$ cat src/rtl/vga_pkg.sv
// Shared VGA timing constants, the timing-total helper, the colour-triple packing
// helper, and the sync/visible bundle carried through the pixel pipeline.
package vga_pkg;

  localparam int unsigned VGA_H_VISIBLE = 640;
  localparam int unsigned VGA_H_FRONT   = 16;
  localparam int unsigned VGA_H_SYNC    = 96;
  localparam int unsigned VGA_H_BACK    = 48;
  localparam int unsigned VGA_V_VISIBLE = 480;
  localparam int unsigned VGA_V_FRONT   = 10;
  localparam int unsigned VGA_V_SYNC    = 2;
  localparam int unsigned VGA_V_BACK    = 33;

  typedef struct packed {
    logic hsync;
    logic vsync;
    logic visible;
  } sync_t;

  localparam sync_t SYNC_IDLE = '{hsync: 1'b1, vsync: 1'b1, visible: 1'b0};

  function automatic int unsigned timing_total(input int unsigned vis, input int unsigned fr,
                                               input int unsigned sy, input int unsigned bk);
    return vis + fr + sy + bk;
  endfunction

  // Packs {R,G,B} of cb bits each into the low 3*cb bits of the result.
  function automatic logic [23:0] rgb_pack(input logic [7:0] r, input logic [7:0] g,
                                           input logic [7:0] b, input int unsigned cb);
    logic [23:0] m;
    m = (24'd1 << cb) - 24'd1;
    return ((24'(r) & m) << (2 * cb)) | ((24'(g) & m) << cb) | (24'(b) & m);
  endfunction

endpackage

$ cat src/rtl/multi_sprite_renderer_sprite_hit_unit.sv
// One sprite slot: frame-latched shadow position/enable/colour with edge clamping,
// and the combinational "does the current pixel fall inside this tile" compare.
module sprite_hit_unit
  import vga_pkg::*;
#(
  parameter int unsigned H_VISIBLE  = VGA_H_VISIBLE,
  parameter int unsigned V_VISIBLE  = VGA_V_VISIBLE,
  parameter int unsigned TILE_SIZE  = 16,
  parameter int unsigned COLOR_BITS = 3
) (
  input  logic                    clk_i,
  input  logic                    rst_i,
  input  logic                    latch_i,
  input  logic [9:0]              x_i,
  input  logic [9:0]              y_i,
  input  logic                    en_i,
  input  logic [3*COLOR_BITS-1:0] color_i,
  input  logic [10:0]             h_i,
  input  logic [10:0]             v_i,
  input  logic                    visible_i,
  output logic                    hit_o,
  output logic [3*COLOR_BITS-1:0] color_o
);

  localparam logic [10:0] X_MAX = 11'(H_VISIBLE - TILE_SIZE);
  localparam logic [10:0] Y_MAX = 11'(V_VISIBLE - TILE_SIZE);
  localparam logic [10:0] TILE  = 11'(TILE_SIZE);

  logic [10:0]             x_q, y_q, x_d, y_d;
  logic                    en_q;
  logic [3*COLOR_BITS-1:0] color_q;

  // Clamp in 11 bits so a far-right/bottom request still draws a whole tile on screen.
  always_comb begin
    x_d = {1'b0, x_i};
    y_d = {1'b0, y_i};
    if (x_d > X_MAX) x_d = X_MAX;
    if (y_d > Y_MAX) y_d = Y_MAX;
  end

  always_ff @(posedge clk_i) begin
    if (rst_i) begin
      x_q     <= '0;
      y_q     <= '0;
      en_q    <= 1'b0;
      color_q <= '0;
    end else if (latch_i) begin
      x_q     <= x_d;
      y_q     <= y_d;
      en_q    <= en_i;
      color_q <= color_i;
    end
  end

  assign hit_o = en_q && visible_i &&
                 (h_i >= x_q) && (h_i < x_q + TILE) &&
                 (v_i >= y_q) && (v_i < y_q + TILE);
  assign color_o = color_q;

endmodule

$ cat src/rtl/multi_sprite_renderer.sv
// VGA timing generator plus NUM_SPRITES-slot square sprite renderer with fixed index
// priority, frame-latched positions and per-frame player collision reporting.
module multi_sprite_renderer
  import vga_pkg::*;
#(
  parameter int unsigned H_VISIBLE   = VGA_H_VISIBLE,
  parameter int unsigned H_FRONT     = VGA_H_FRONT,
  parameter int unsigned H_SYNC      = VGA_H_SYNC,
  parameter int unsigned H_BACK      = VGA_H_BACK,
  parameter int unsigned V_VISIBLE   = VGA_V_VISIBLE,
  parameter int unsigned V_FRONT     = VGA_V_FRONT,
  parameter int unsigned V_SYNC      = VGA_V_SYNC,
  parameter int unsigned V_BACK      = VGA_V_BACK,
  parameter int unsigned NUM_SPRITES = 4,
  parameter int unsigned TILE_SIZE   = 16,
  parameter int unsigned COLOR_BITS  = 3
) (
  input  logic                                i_Clk,
  input  logic                                i_Rst,
  input  logic [NUM_SPRITES*10-1:0]           i_Sprite_X,
  input  logic [NUM_SPRITES*10-1:0]           i_Sprite_Y,
  input  logic [NUM_SPRITES-1:0]              i_Sprite_En,
  input  logic [NUM_SPRITES*3*COLOR_BITS-1:0] i_Sprite_Color,
  input  logic [3*COLOR_BITS-1:0]             i_Bg_Color,
  output logic                                o_VGA_HSync,
  output logic                                o_VGA_VSync,
  output logic [COLOR_BITS-1:0]               o_VGA_Red,
  output logic [COLOR_BITS-1:0]               o_VGA_Grn,
  output logic [COLOR_BITS-1:0]               o_VGA_Blu,
  output logic                                o_Frame_Start,
  output logic [NUM_SPRITES-2:0]              o_Collision,
  output logic                                o_Collision_Valid
);

  localparam int unsigned CW      = 3 * COLOR_BITS;
  localparam int unsigned H_TOTAL = timing_total(H_VISIBLE, H_FRONT, H_SYNC, H_BACK);
  localparam int unsigned V_TOTAL = timing_total(V_VISIBLE, V_FRONT, V_SYNC, V_BACK);

  localparam logic [10:0] H_LAST   = 11'(H_TOTAL - 1);
  localparam logic [10:0] V_LAST   = 11'(V_TOTAL - 1);
  localparam logic [10:0] H_VIS    = 11'(H_VISIBLE);
  localparam logic [10:0] V_VIS    = 11'(V_VISIBLE);
  localparam logic [10:0] HS_START = 11'(H_VISIBLE + H_FRONT);
  localparam logic [10:0] HS_END   = 11'(H_VISIBLE + H_FRONT + H_SYNC);
  localparam logic [10:0] VS_START = 11'(V_VISIBLE + V_FRONT);
  localparam logic [10:0] VS_END   = 11'(V_VISIBLE + V_FRONT + V_SYNC);

  logic [10:0]            h_q, v_q, h_d, v_d;
  logic                   latch, visible;
  sync_t                  raw, s1_q;
  logic [NUM_SPRITES-1:0] hit, hit_q;
  logic [CW-1:0]          slot_color [NUM_SPRITES];
  logic [CW-1:0]          bg_q, pix_q, pix_d;
  logic                   hs2_q, vs2_q;
  logic [NUM_SPRITES-2:0] sticky_q, sticky_d, coll_q;
  logic                   frame_start_q, coll_valid_q;

  always_comb begin
    h_d = h_q + 11'd1;
    v_d = v_q;
    if (h_q == H_LAST) begin
      h_d = '0;
      v_d = (v_q == V_LAST) ? '0 : v_q + 11'd1;
    end
  end

  assign latch   = (h_q == '0) && (v_q == V_VIS);
  assign visible = (h_q < H_VIS) && (v_q < V_VIS);

  always_comb begin
    raw.hsync   = !((h_q >= HS_START) && (h_q < HS_END));
    raw.vsync   = !((v_q >= VS_START) && (v_q < VS_END));
    raw.visible = visible;
  end

  for (genvar g = 0; g < NUM_SPRITES; g++) begin : g_slot
    sprite_hit_unit #(
      .H_VISIBLE (H_VISIBLE),
      .V_VISIBLE (V_VISIBLE),
      .TILE_SIZE (TILE_SIZE),
      .COLOR_BITS(COLOR_BITS)
    ) u_slot (
      .clk_i    (i_Clk),
      .rst_i    (i_Rst),
      .latch_i  (latch),
      .x_i      (i_Sprite_X[10*g +: 10]),
      .y_i      (i_Sprite_Y[10*g +: 10]),
      .en_i     (i_Sprite_En[g]),
      .color_i  (i_Sprite_Color[CW*g +: CW]),
      .h_i      (h_q),
      .v_i      (v_q),
      .visible_i(visible),
      .hit_o    (hit[g]),
      .color_o  (slot_color[g])
    );
  end

  // Lowest-index hit wins; shadow colours are frame-stable so stage 2 can read them directly.
  always_comb begin
    logic found;
    found = 1'b0;
    pix_d = s1_q.visible ? bg_q : '0;
    for (int unsigned k = 0; k < NUM_SPRITES; k++) begin
      if (hit_q[k] && !found) begin
        pix_d = slot_color[k];
        found = 1'b1;
      end
    end
  end

  always_comb begin
    sticky_d = sticky_q;
    for (int unsigned k = 1; k < NUM_SPRITES; k++) begin
      if (hit[0] && hit[k]) sticky_d[k-1] = 1'b1;
    end
  end

  always_ff @(posedge i_Clk) begin
    if (i_Rst) begin
      h_q           <= '0;
      v_q           <= '0;
      s1_q          <= SYNC_IDLE;
      hit_q         <= '0;
      hs2_q         <= 1'b1;
      vs2_q         <= 1'b1;
      pix_q         <= '0;
      bg_q          <= '0;
      sticky_q      <= '0;
      coll_q        <= '0;
      frame_start_q <= 1'b0;
      coll_valid_q  <= 1'b0;
    end else begin
      h_q           <= h_d;
      v_q           <= v_d;
      s1_q          <= raw;
      hit_q         <= hit;
      hs2_q         <= s1_q.hsync;
      vs2_q         <= s1_q.vsync;
      pix_q         <= pix_d;
      frame_start_q <= latch;
      coll_valid_q  <= latch;
      // Latch point sits in vblank, so no hit can be lost by clearing here.
      if (latch) begin
        bg_q     <= i_Bg_Color;
        coll_q   <= sticky_q;
        sticky_q <= '0;
      end else begin
        sticky_q <= sticky_d;
      end
    end
  end

  assign o_VGA_HSync       = hs2_q;
  assign o_VGA_VSync       = vs2_q;
  assign o_VGA_Red         = pix_q[CW-1 -: COLOR_BITS];
  assign o_VGA_Grn         = pix_q[2*COLOR_BITS-1 -: COLOR_BITS];
  assign o_VGA_Blu         = pix_q[COLOR_BITS-1:0];
  assign o_Frame_Start     = frame_start_q;
  assign o_Collision       = coll_q;
  assign o_Collision_Valid = coll_valid_q;

endmodule

$ cat config.mk
export PLATFORM = sky130hd
export DESIGN_NAME = multi_sprite_renderer
export DESIGN_NICKNAME = d
export VERILOG_FILES = /design/src/rtl/vga_pkg.sv /design/src/rtl/multi_sprite_renderer_sprite_hit_unit.sv /design/src/rtl/multi_sprite_renderer.sv
export SDC_FILE = /design/constraint.sdc
export NUM_CORES = 1
export LEC_CHECK = 0
export ABC_CLOCK_PERIOD_IN_PS = 3120
export BUFFER_PORTS_ARGS = -buffer_cell sky130_fd_sc_hd__buf_2
export CAP_MARGIN = 10
export CORE_MARGIN = 2
export CORE_UTILIZATION = 35
export DETAILED_ROUTE_END_ITERATION = 10
export HOLD_SLACK_MARGIN = 0.02
export PLACE_DENSITY = 0.64
export SKIP_CTS_REPAIR_TIMING = 1
export SYNTH_ARGS = -nofsm -noshare
export SYNTH_HDL_FRONTEND = slang
export SYNTH_SLANG_ARGS = --single-unit
$ cat constraint.sdc
create_clock -name i_Clk -period 3.12 [get_ports i_Clk]
set_input_delay 0.78 -clock i_Clk [delete_from_list [all_inputs] [get_ports i_Clk]]
set_output_delay 0.78 -clock i_Clk [all_outputs]
set_load 0.1 [all_outputs]
After elaboration in Yosys (flattened, before gate mapping)
Index checks and enable logic that the tools add are counted.
{ "totals": {"regBits": 184, "inputBits": 131, "out_inout_bits": 16, "elab_cells": 129} }
{ "classes": {"addsub": 10, "magnitude_cmp": 30, "eq_ne": 3, "muxes": 17, "reduce_logical": 38} }
{ "ops": {"columns": ["operator", "count"], "rows": [
  ["adder 11 x 5 -> 11 bit, second input constant", 8],
  [">= comparator 11 bit", 8],
  ["less-than comparator 11 bit", 8],
  ["two-way mux 10 bit", 8],
  ["two-way mux 9 bit", 5],
  ["greater-than comparator 10 bit, second input constant", 4],
  ["greater-than comparator 10 x 9 -> 1 bit, second input constant", 4],
  ["logical AND 1 bit", 30],
  ["adder 11 x 1 -> 11 bit, second input constant", 2],
  ["equality test 11 x 10 -> 1 bit, second input constant", 2],
  ["less-than comparator 11 x 10 -> 1 bit, second input constant", 2],
  ["less-than comparator 11 x 9 -> 1 bit, second input constant", 2],
  ["equality test 11 x 9 -> 1 bit, second input constant", 1],
  [">= comparator 11 x 10 -> 1 bit, second input constant", 1],
  [">= comparator 11 x 9 -> 1 bit, second input constant", 1],
  ["zero test 11 bit", 1],
  ["two-way mux 11 bit", 1],
  ["zero test 1 bit", 5],
  ["OR reduction 2 bit", 2],
  ["two-way mux 1 bit", 3]
]} }

Logic depth before layout (Yosys ltp)
Gate-level depths: netlist (run 1).
{ "logic_depth": {"word_depth": 10, "depth_mapped": 11, "mapped_depth_nobuf": 11} }

By module
A second synthesis (run 1) with hierarchy kept.
{ "unflattened": {"cells_unflattened": 1225, "hier_area_um2": 10819.1} }
{ "by_module_without_submodules": {"columns": ["mod", "n_inst", "cells_per_inst", "area_per_inst_um2", "seq_area_each_um2"], "rows": [
  ["sprite_hit_unit", 4, 228, 2057.0, 600.6],
  ["multi_sprite_renderer", 1, 313, 2591.2, 1121.1]
]} }

Least setup slack after synthesis (run 1)
No wires, ideal clock.
{ "synth_timing": {"path_type": "register to register", "from": "reg g_slot[3].u_slot.x_q[6]", "to": "reg sticky_q[2]", "setup_ns": 0.058, "arrival_ns": 2.215, "required_ns": 3.062, "setup_slack_ns": 0.847, "path_stages_with_launch": 12, "n_path_buf": 0, "period_less_slack_ns": 2.273, "path_cell_list": "dfxtp_1 -> inv_1 -> nor3_1 -> nand3_1 -> xnor2_1 -> ha_1 -> nand2_1 -> o21ai_0 -> or4_1 -> nor3b_1 -> and4_1 -> o21a_1"} }
{ "synth_between": {"elab_chain_len": 6, "word_cells_on_any_way": 8, "cone_classes": "add/sub: 1; order compare: 2; reduce/logical: 5"} }
{ "synth_rtl": {"columns": ["item", "line_no", "text"], "rows": [
  ["from (decl)", "multi_sprite_renderer_sprite_hit_unit.sv:29", "logic [10:0] x_q, y_q, x_d, y_d;"],
  ["from (signal assigned)", "multi_sprite_renderer_sprite_hit_unit.sv:43", "x_q <= '0;"],
  ["from (signal assigned)", "multi_sprite_renderer_sprite_hit_unit.sv:48", "x_q <= x_d;"],
  ["adder 11 x 5 -> 11 bit or >= comparator 11 bit (tied branches)", "multi_sprite_renderer_sprite_hit_unit.sv:56", "(h_i >= x_q) && (h_i < x_q + TILE) &&"],
  ["less-than comparator 11 bit or logical AND 1 bit (tied branches)", "multi_sprite_renderer_sprite_hit_unit.sv:56, multi_sprite_renderer_sprite_hit_unit.sv:55", null],
  ["logical AND 1 bit (*) (2 in series)", "multi_sprite_renderer_sprite_hit_unit.sv:56", null],
  ["logical AND 1 bit (*)", "multi_sprite_renderer_sprite_hit_unit.sv:57", "(v_i >= y_q) && (v_i < y_q + TILE);"],
  ["logical AND 1 bit (*)", "multi_sprite_renderer.sv:114", "if (hit[0] && hit[k]) sticky_d[k-1] = 1'b1;"],
  ["to (signal assigned)", "multi_sprite_renderer.sv:148", "sticky_q <= sticky_d;"],
  ["to (decl)", "multi_sprite_renderer.sv:55", "logic [NUM_SPRITES-2:0] sticky_q, sticky_d, coll_q;"]
]} }
Every way passes the cells marked *; elsewhere a longest branch is shown, timed or not.
A chain may end at the register's enable or synchronous reset.

Final worst setup path (run 1)
{ "layout_timing": {"from": "reg g_slot[3].u_slot.x_q[4]", "to": "reg sticky_q[2]"} }
Same word-level chain as after synthesis.

==> flow_summary.json, run 1 <==
{
  "hpwl_mm": 21.76,
  "final_cell_mix": "dfxtp_1, ha_1, buf_2, nand2_1, a22o_1",
  "final_cells": 1759,
  "final_layout_size_suffix_gt1_share_pct": 16.59,
  "wl_met2_mm": 12.75,
  "synthArstFlopShare_pct": 0,
  "place.port_buffers": 146,
  "syn_area_mm2": 0.01046,
  "antenna_found_initial": 1,
  "drtAntennaViolNets": 0,
  "irDropWorstVdd_uv": 420.3,
  "cts_tree": "built",
  "routedWlPerCell_um": 16.29,
  "synth_area_leaders": "dfxtp_1, ha_1, a22o_1, nand2_1, inv_1",
  "avgSynthCellArea_um2": 8.733,
  "syn_to_final_growth_pct": 17.75,
  "cp_max_fo": 6,
  "stdcell_area_mm2": 0.01232,
  "path_clk_slew_ns": 0.08,
  "final_util_pct": 41.68,
  "firstDrtPassIters": 5,
  "via_per_inst": 5.277,
  "clock-skew-final_ns": 0.01301,
  "cellPowerDensity_mw_per_mm2": 376.9,
  "placed_cell_area_mm2": 0.01174,
  "setup_tns_ns": 0,
  "grt_max_degree": 62,
  "placementRows": 63,
  "grt_pass1_wl_mm": 46.13,
  "start_util_pct": 35.39,
  "via_count": 9283,
  "io_pins": 147,
  "grt_pass1_vias": 9117,
  "highest_layer": "met4",
  "synth_edf_count": 0,
  "end_kind": "flip-flop",
  "yosys_most_used_dff": "dfxtp_1",
  "wl_met1_mm": 13.67,
  "critPathLaunchType": "flip-flop",
  "rsz0062_at_grt": "false",
  "drc_errors": 0,
  "clock.fmax_mhz": 349.7,
  "power_mw": 4.643,
  "leakagePower_nw": 5.331,
  "hold_path_class": "reg -> reg",
  "report.final.setup_viol": 0,
  "placedCellCount": 1726,
  "drt-total-wl_mm": 28.65,
  "syn-num-nets": 1477,
  "yosysWarnings": 0,
  "min_period_ns": 2.860,
  "arrival_ns": 3.25,
  "cap_violations": 0,
  "cts_htree_levels": 4,
  "insertion_delay_ns": 0.45,
  "period_share_pct": 91.65,
  "ys_types": 55,
  "nets": 1634,
  "drt_iter0_drc": 572,
  "die-area_mm2": 0.03129,
  "seq_area_frac_synth_pct": 33.68,
  "synth_cells": 1198,
  "global_route.overflow_total": 0,
  "wl_met3_mm": 1.625,
  "hold_viol_final": 0,
  "clock_path_buffers": 2,
  "cts_buffers": 17,
  "mostFrequentLayoutCell": "dfxtp_1",
  "status": "finished clean",
  "place_congestion": 0.9034,
  "slew_viol_final": 0,
  "gr-usage-all-layers_pct": 18.46,
  "n_fill_cell": 2938,
  "synth_top_area_share_pct": 33.68,
  "die_y_um": 176.9,
  "synth_seq_cells": 176,
  "crit_required_ns": 3.51,
  "worst_pin_slew_ns": 0.8767,
  "cts_root_buf": "clkbuf_16",
  "die_x_um": 176.9,
  "core_area_mm2": 0.02956,
  "criticalPathCategory": "reg -> reg",
  "yosysTopAreaCell": "dfxtp_1",
  "clock-sinks": 176,
  "relSlewSlack_pct": 41.41
}
-- registers in the layout, summed over array words and instances (netlist names) --
register	flops
bg_q	9
pix_q	9
h_q	11
hit_q	4
g_slot.u_slot.color_o	36
o_VGA_HSync	1
sticky_q	3
g_slot.u_slot.y_q	40
v_q	11
s1_q	3
o_Collision	3
g_slot.u_slot.x_q	40
g_slot.u_slot.en_q	4
o_VGA_VSync	1
o_Collision_Valid	1
-- cell usage after synthesis (5+ instances only) --
master,n
nor4_1,9
xnor2_1,36
a311oi_1,9
a2111oi_0,12
buf_4,8
o21ai_0,71
a21oi_1,54
a211oi_1,10
and4_1,5
and3_1,8
nor2b_1,21
buf_6,8
inv_1,101
nand2b_1,12
nand3b_1,5
nor4b_1,5
nor3_1,19
nor2_1,74
nand3_1,69
ha_1,148
nand2_1,116
o2111ai_1,5
clkbuf_1,22
nand4_1,14
xor2_1,14
dfxtp_1,176
a22o_1,105
a21o_1,7
-- path summary, 6_finish.rpt --
| path | from | to | slack (ns) | cells past startpoint |
|---|---|---|---|---|
| worst max-delay path | g_slot[3].u_slot.x_q[4]$_SDFFE_PP0P_ | sticky_q[2]$_SDFFE_PP0P_ | 0.26 | 10 |
| worst min-delay path | s1_q[2]$_SDFF_PP1_ | o_VGA_HSync$_SDFF_PP1_ | 0.41 | 1 |
| worst max register to register | g_slot[3].u_slot.x_q[4]$_SDFFE_PP0P_ | sticky_q[2]$_SDFFE_PP0P_ | 0.26 | 10 |
| worst min register to register | s1_q[2]$_SDFF_PP1_ | o_VGA_HSync$_SDFF_PP1_ | 0.41 | 1 |
-- power breakdown --
part           leakage (nW)  switching (mW)  internal (mW)
clock network         0.269            1.00           1.12
registers              1.42         0.00652           2.25
logic                  3.64           0.146          0.115
-- worst max-delay path, cell delays in order (launching register included) --
cell and delay [ns]:
dfxtp_1 0.46, ha_1 0.25, nand3_1 0.13, xnor2_1 0.22, ha_1 0.29, a21oi_1 0.18, o21ai_0 0.09, or4_1 0.46
nor3b_1 0.37, and4_1 0.25, o21a_1 0.10
-- per-layer routing --
metal  vias up  GRT usage [%]
met5         -              0
li1       4647              -
met2       249          29.59
met3        43          3.501
met4         0          6.198
met1      4344          24.86
-- cells by family (layout without fill, tap and decap cells) --
family,count (synthesis),after routing,share of synthesized area (%)
compound gates,299,299,20.20
other cells,0,1,0
simple gates,381,381,18.17
buf+inv,144,314,6.075
flops,176,176,33.68
xor+xnor,50,50,4.186
fa+ha+maj,148,148,17.70
-- metrics by stage --
step                worst slack, ns  hold WS (ns)
finish                       0.2605        0.4146
floorplan                    0.8473        0.3895
global placement             0.4275        0.3907
global route                 0.1182        0.4379
detailed placement           0.4400        0.4037
CTS                          0.3836        0.4228
-- final cells by class --
class,count,area [um2],area share [%]
clock buffer,17,425.4,3.453
antenna,1,2.502,0.02031
multi-input combinational,878,6311,51.23
sequential,176,3523,28.60
clock inverter,15,150.1,1.219
timing repair buffer,180,1036,8.409
inverter,102,382.9,3.108
tap,390,488.0,3.961
No activity file was read; power rests on OpenSTA's default activity.
==> run 2, diff against run 1 <==
--- a/config.mk
+++ b/config.mk
@@ -6,7 +6,7 @@
 export NUM_CORES = 1
 export LEC_CHECK = 0
 export ABC_CLOCK_PERIOD_IN_PS = 3120
-export BUFFER_PORTS_ARGS = -buffer_cell sky130_fd_sc_hd__buf_2
+export BUFFER_PORTS_ARGS = -buffer_cell sky130_fd_sc_hd__clkbuf_2
 export CAP_MARGIN = 10
 export CORE_MARGIN = 2
 export CORE_UTILIZATION = 35
==> run 2 against run 1 <==
Net effect: register-to-register slack better by 0.09 ns; sequential share of layout area hardly changed; design area hardly changed; global-route usage hardly changed; combinational power is 5% lower; sequential cell count stayed put; largest power group unchanged; highest routed layer unchanged.
==> flow_summary.json, run 2 (same netlist as run 1, synthesis figures left out) <==
{
  "report.final.setup_viol": 0,
  "swShare_pct": 24.39,
  "clock-sinks": 176,
  "relSlewSlack_pct": 38.09,
  "core_area_mm2": 0.02956,
  "worst_pin_slew_ns": 0.9052,
  "p_int_mw": 3.560,
  "hold_start": "s1_q[2]$_SDFF_PP1_",
  "cts_htree_levels": 4,
  "r2r-start": "g_slot[3].u_slot.x_q[4]$_SDFFE_PP0P_",
  "grt_max_degree": 92,
  "place_congestion": 0.8819,
  "slew_viol_final": 0,
  "grt_pass1_wl_mm": 45.79,
  "grt_pass1_vias": 8962,
  "routedWlPerCell_um": 16.31,
  "critPathLaunchType": "flip-flop",
  "irDropWorstVdd_uv": 400.8,
  "power_mw": 4.708,
  "final_layout_size_suffix_gt1_share_pct": 16.47,
  "criticalPathCategory": "reg -> reg",
  "cts_tree": "built",
  "clock-skew-final_ns": 0.008532,
  "start_util_pct": 35.39,
  "mostFrequentLayoutCell": "dfxtp_1",
  "fin_ws_ns": 0.3499,
  "r2r.worst_path.cells": 10,
  "whs_ns": 0.4228,
  "setup_tns_ns": 0,
  "power_frac_comb_pct": 5.3,
  "antenna_found_initial": 0,
  "final_cell_mix": "dfxtp_1, ha_1, clkbuf_2, nand2_1, a22o_1",
  "power_frac_clock_pct": 46.7,
  "path_clk_slew_ns": 0.07,
  "die_x_um": 176.9,
  "r2r_slack_ns": 0.35,
  "r2r_end": "sticky_q[2]$_SDFFE_PP0P_",
  "hpwl_mm": 22.07,
  "place_ws_ns": 0.4135,
  "cellPowerDensity_mw_per_mm2": 381.9,
  "global_route.overflow_total": 0,
  "status": "finished clean",
  "cap_violations": 0,
  "via_count": 9271,
  "min_to": "o_VGA_HSync$_SDFF_PP1_",
  "hold_path_class": "reg -> reg",
  "place.port_buffers": 146,
  "period_share_pct": 88.78,
  "cts_buffers": 17,
  "regArea_mm2": 0.003523,
  "drt-total-wl_mm": 28.64,
  "rsz0062_at_grt": "false",
  "cp_max_fo": 6,
  "hold_viol_final": 0,
  "die-area_mm2": 0.03129,
  "placed_cell_area_mm2": 0.01173,
  "cts_root_buf": "clkbuf_16",
  "stdcell_area_mm2": 0.01233,
  "antennaDiodeCount": 0,
  "min_period_ns": 2.770,
  "multi_input_area_mm2": 0.006311,
  "drt_iter0_drc": 567,
  "firstDrtPassIters": 5,
  "drtAntennaViolNets": 0,
  "nets": 1632,
  "switchingPower_mw": 1.148,
  "leakagePower_nw": 5.355,
  "gr-usage-all-layers_pct": 18.50,
  "crit_required_ns": 3.50,
  "seq_power_share_pct": 48.0,
  "n_fill_cell": 2984,
  "via_per_inst": 5.280,
  "arrival_ns": 3.15,
  "hold_depth": 1,
  "drc_errors": 0,
  "insertion_delay_ns": 0.44,
  "syn_to_final_growth_pct": 17.82,
  "io_pins": 147,
  "end_kind": "flip-flop",
  "clock_path_buffers": 2,
  "die_y_um": 176.9,
  "clock.fmax_mhz": 361.0,
  "placementRows": 63
}
==> run 2: per-layer routing <==
layer / routed length, um / global-route usage (%)
met3: 1612 / 2.942
met4: 517 / 5.647
met1: 13640 / 25.08
met2: 12870 / 30.14
met5: 0 / 0
==> run 2: worst max-delay path: stages, from the launching register on <==
cell and delay (ns):
dfxtp_1 0.45, ha_1 0.26, nand3_1 0.13, xnor2_1 0.15, ha_1 0.30, a21oi_1 0.17
o21ai_0 0.10, or4_1 0.48, nor3b_1 0.33, and4_1 0.25, o21a_1 0.10
==> run 2: how the worst max path moves through the flow <==
stage                                         startpoint                       end  slack [ns]  cells past startpoint
finish              g_slot[3].u_slot.x_q[4]$_SDFFE_PP0P_  sticky_q[2]$_SDFFE_PP0P_        0.35                     10
global route        g_slot[3].u_slot.x_q[4]$_SDFFE_PP0P_  sticky_q[2]$_SDFFE_PP0P_        0.15                     10
CTS                 g_slot[3].u_slot.x_q[4]$_SDFFE_PP0P_  sticky_q[2]$_SDFFE_PP0P_        0.38                     10
detailed placement  g_slot[3].u_slot.x_q[4]$_SDFFE_PP0P_  sticky_q[2]$_SDFFE_PP0P_        0.41                     10
global placement    g_slot[3].u_slot.x_q[4]$_SDFFE_PP0P_  sticky_q[2]$_SDFFE_PP0P_        0.45                     10
floorplan           g_slot[3].u_slot.x_q[6]$_SDFFE_PP0P_  sticky_q[2]$_SDFFE_PP0P_        0.85                     11
==> run 2: area by class of cell <==
type                            instances  area share [%]
Clock buffer                           17           3.451
Timing Repair Buffer                  178           8.283
Sequential cell                       176           28.58
Clock inverter                         15           1.421
Tap cell                              390           3.959
Multi-Input combinational cell        878           51.20
Inverter                              102           3.106
==> run 2: stage by stage <==
| step | utilization [%] | std cells |
|---|---|---|
| after floorplan | - | 1198 |
| final | 41.70 | 1756 |
| after detailed placement | 39.67 | 1724 |
| after global placement | 39.67 | 1724 |
| after global routing | 41.70 | 1756 |
| after CTS | 41.70 | 1756 |
==> run 2: power groups by stage <==
stage | combinational [mW] | sequential, mW | clock [mW]
6_report | 0.248 | 2.26 | 2.20
3_5_place_dp | 0.248 | 2.31 | 0
3_3_place_gp | 0.246 | 2.31 | 0
2_1_floorplan | 0.111 | 2.31 | 0
4_1_cts | 0.250 | 2.26 | 2.24
5_1_grt | 0.275 | 2.26 | 2.33
==> run 3, diff against run 2 <==
--- a/config.mk
+++ b/config.mk
@@ -11,8 +11,9 @@
 export CORE_MARGIN = 2
 export CORE_UTILIZATION = 35
 export DETAILED_ROUTE_END_ITERATION = 10
+export GPL_TIMING_DRIVEN = 0
 export HOLD_SLACK_MARGIN = 0.02
-export PLACE_DENSITY = 0.64
+export PLACE_DENSITY_LB_ADDON = 0.05
 export SKIP_CTS_REPAIR_TIMING = 1
 export SYNTH_ARGS = -nofsm -noshare
 export SYNTH_HDL_FRONTEND = slang
==> run 3 against run 2 <==
Net effect: combinational power increased by 6%; setup slack lost 0.18 ns; worst hold slack got worse by 0.00084 ns; fmax is 6.1% lower; largest power group unchanged; non-clock buffer count grew 10; critical path depth shrank 3; clock power grew 2%; routed wire length up 11%; cell count increased by 0.57%; register-to-register slack worse by 0.18 ns; power grew 1.4%.
==> flow_summary.json, run 3 (same netlist as run 1, synthesis figures left out) <==
{
  "insertion_delay_ns": 0.45,
  "period_share_pct": 94.51,
  "antennaDiodeCount": 0,
  "end_kind": "flip-flop",
  "status": "finished clean",
  "critPathSlowestCell": "a2111oi_0",
  "cts_tree": "built",
  "n_fill_cell": 3056,
  "crit_required_ns": 3.47,
  "hold_viol_final": 0,
  "die_y_um": 176.9,
  "global_route.overflow_total": 0,
  "path_cells": "ha_1 -> nand2_1 -> nor3_1 -> a2111oi_0 -> a22oi_1 -> and4_1 -> o21a_1",
  "gr-usage-all-layers_pct": 20.79,
  "die-area_mm2": 0.03129,
  "irDropWorstVdd_uv": 388.4,
  "grt_max_degree": 18,
  "antenna_found_initial": 0,
  "setup_tns_ns": 0,
  "routedWlPerCell_um": 18.00,
  "via_count": 9023,
  "firstDrtPassIters": 5,
  "core_area_mm2": 0.02956,
  "min_period_ns": 2.949,
  "final_cell_mix": "dfxtp_1, ha_1, clkbuf_2, nand2_1, a22o_1",
  "clock.fmax_mhz": 339.1,
  "drc_errors": 0,
  "die_x_um": 176.9,
  "drt-total-wl_mm": 31.79,
  "grt_pass1_wl_mm": 49.32,
  "cpPeakStageDelay_ns": 0.93,
  "clock_path_buffers": 2,
  "drt_iter0_drc": 412,
  "drtAntennaViolNets": 0,
  "arrival_ns": 3.30,
  "cap_violations": 0,
  "mostFrequentLayoutCell": "dfxtp_1",
  "io_pins": 147,
  "path_clk_slew_ns": 0.07,
  "hpwl_mm": 24.20,
  "cts_root_buf": "clkbuf_16",
  "clock-skew-final_ns": 0.01019,
  "final_util_pct": 41.57,
  "slew_viol_final": 0,
  "criticalPathCategory": "reg -> reg",
  "final_layout_size_suffix_gt1_share_pct": 15.55,
  "placementRows": 63,
  "place_congestion": 0.8406,
  "critPathLaunchType": "flip-flop",
  "rsz0062_at_grt": "false",
  "cellPowerDensity_mw_per_mm2": 388.6,
  "place.port_buffers": 146,
  "hold_path_class": "reg -> reg",
  "cts_buffers": 17,
  "start_util_pct": 35.39,
  "report.final.setup_viol": 0,
  "relSlewSlack_pct": 28.46,
  "cts_htree_levels": 4,
  "via_per_inst": 5.109,
  "grt_pass1_vias": 8834,
  "clock-sinks": 176,
  "worst_pin_slew_ns": 1.046,
  "nets": 1642,
  "cp_max_fo": 13,
  "leakagePower_nw": 5.314,
  "syn_to_final_growth_pct": 17.45
}
## run 3: cell count changes in the layout (fill, tap and decap cells not counted), sizes merged
cell    delta
clkbuf    +23
buf       -12
clkinv     -3
inv        +2
## run 3: area by class of cell
| cell class | count | area, um2 | area share [%] |
|---|---|---|---|
| clock inverter | 14 | 172.7 | 1.405 |
| buffer | 42 | 254.0 | 2.067 |
| clock buffer | 18 | 429.2 | 3.493 |
| inverter | 102 | 382.9 | 3.116 |
| multi-input combinational | 878 | 6306 | 51.32 |
| timing repair buffer | 146 | 730.7 | 5.946 |
| sequential | 176 | 3525 | 28.68 |
| tap | 390 | 488.0 | 3.971 |
## run 3: worst paths after layout
| check | slack (ns) | from | to | depth (start not counted) |
|---|---|---|---|---|
| max | 0.17 | v_q[6]$_SDFFE_PP0P_ | sticky_q[2]$_SDFFE_PP0P_ | 7 |
| min | 0.42 | s1_q[2]$_SDFF_PP1_ | o_VGA_HSync$_SDFF_PP1_ | 1 |
| min reg2reg | 0.42 | s1_q[2]$_SDFF_PP1_ | o_VGA_HSync$_SDFF_PP1_ | 1 |
| max reg2reg | 0.17 | v_q[6]$_SDFFE_PP0P_ | sticky_q[2]$_SDFFE_PP0P_ | 7 |
## run 3: stage by stage
step                      worst slack, ns  instance area (um2)  std cells  total power [mW]  hold WS [ns]
final                              0.1714                12290       1766             4.776        0.4220
after global placement            0.09739                11680       1734             2.577        0.3982
after detailed placement          0.07770                11680       1734             2.578        0.3996
after CTS                         0.04282                12280       1766             4.823        0.4176
after global routing              0.04278                12290       1766             4.946        0.4532
after floorplan                    0.8473                10460       1198             2.417        0.3895
## run 3: critical path, delay by kind of cell, from the launching register on
kind            cells  cell delay (ns)
compound gates      3             1.29
simple gates        3             0.40
flops               1             0.79
fa+ha+maj           1             0.37
## run 3: layer usage
| metal | track usage [%] | vias to the layer above | routed length [um] |
|---|---|---|---|
| met1 | 28.25 | 4142 | 15800 |
| met3 | 3.458 | 23 | 1245 |
| li1 | - | 4685 | - |
| met5 | 0 | - | 0 |
| met4 | 5.613 | 0 | 485 |
| met2 | 34.02 | 173 | 14270 |
## run 3: power by group
part           switching, mW  internal (mW)  leakage, nW
clock network           1.04           1.21        0.288
logic                  0.151          0.113         3.61
registers             0.0116           2.25         1.42
total                   1.20           3.57         5.31
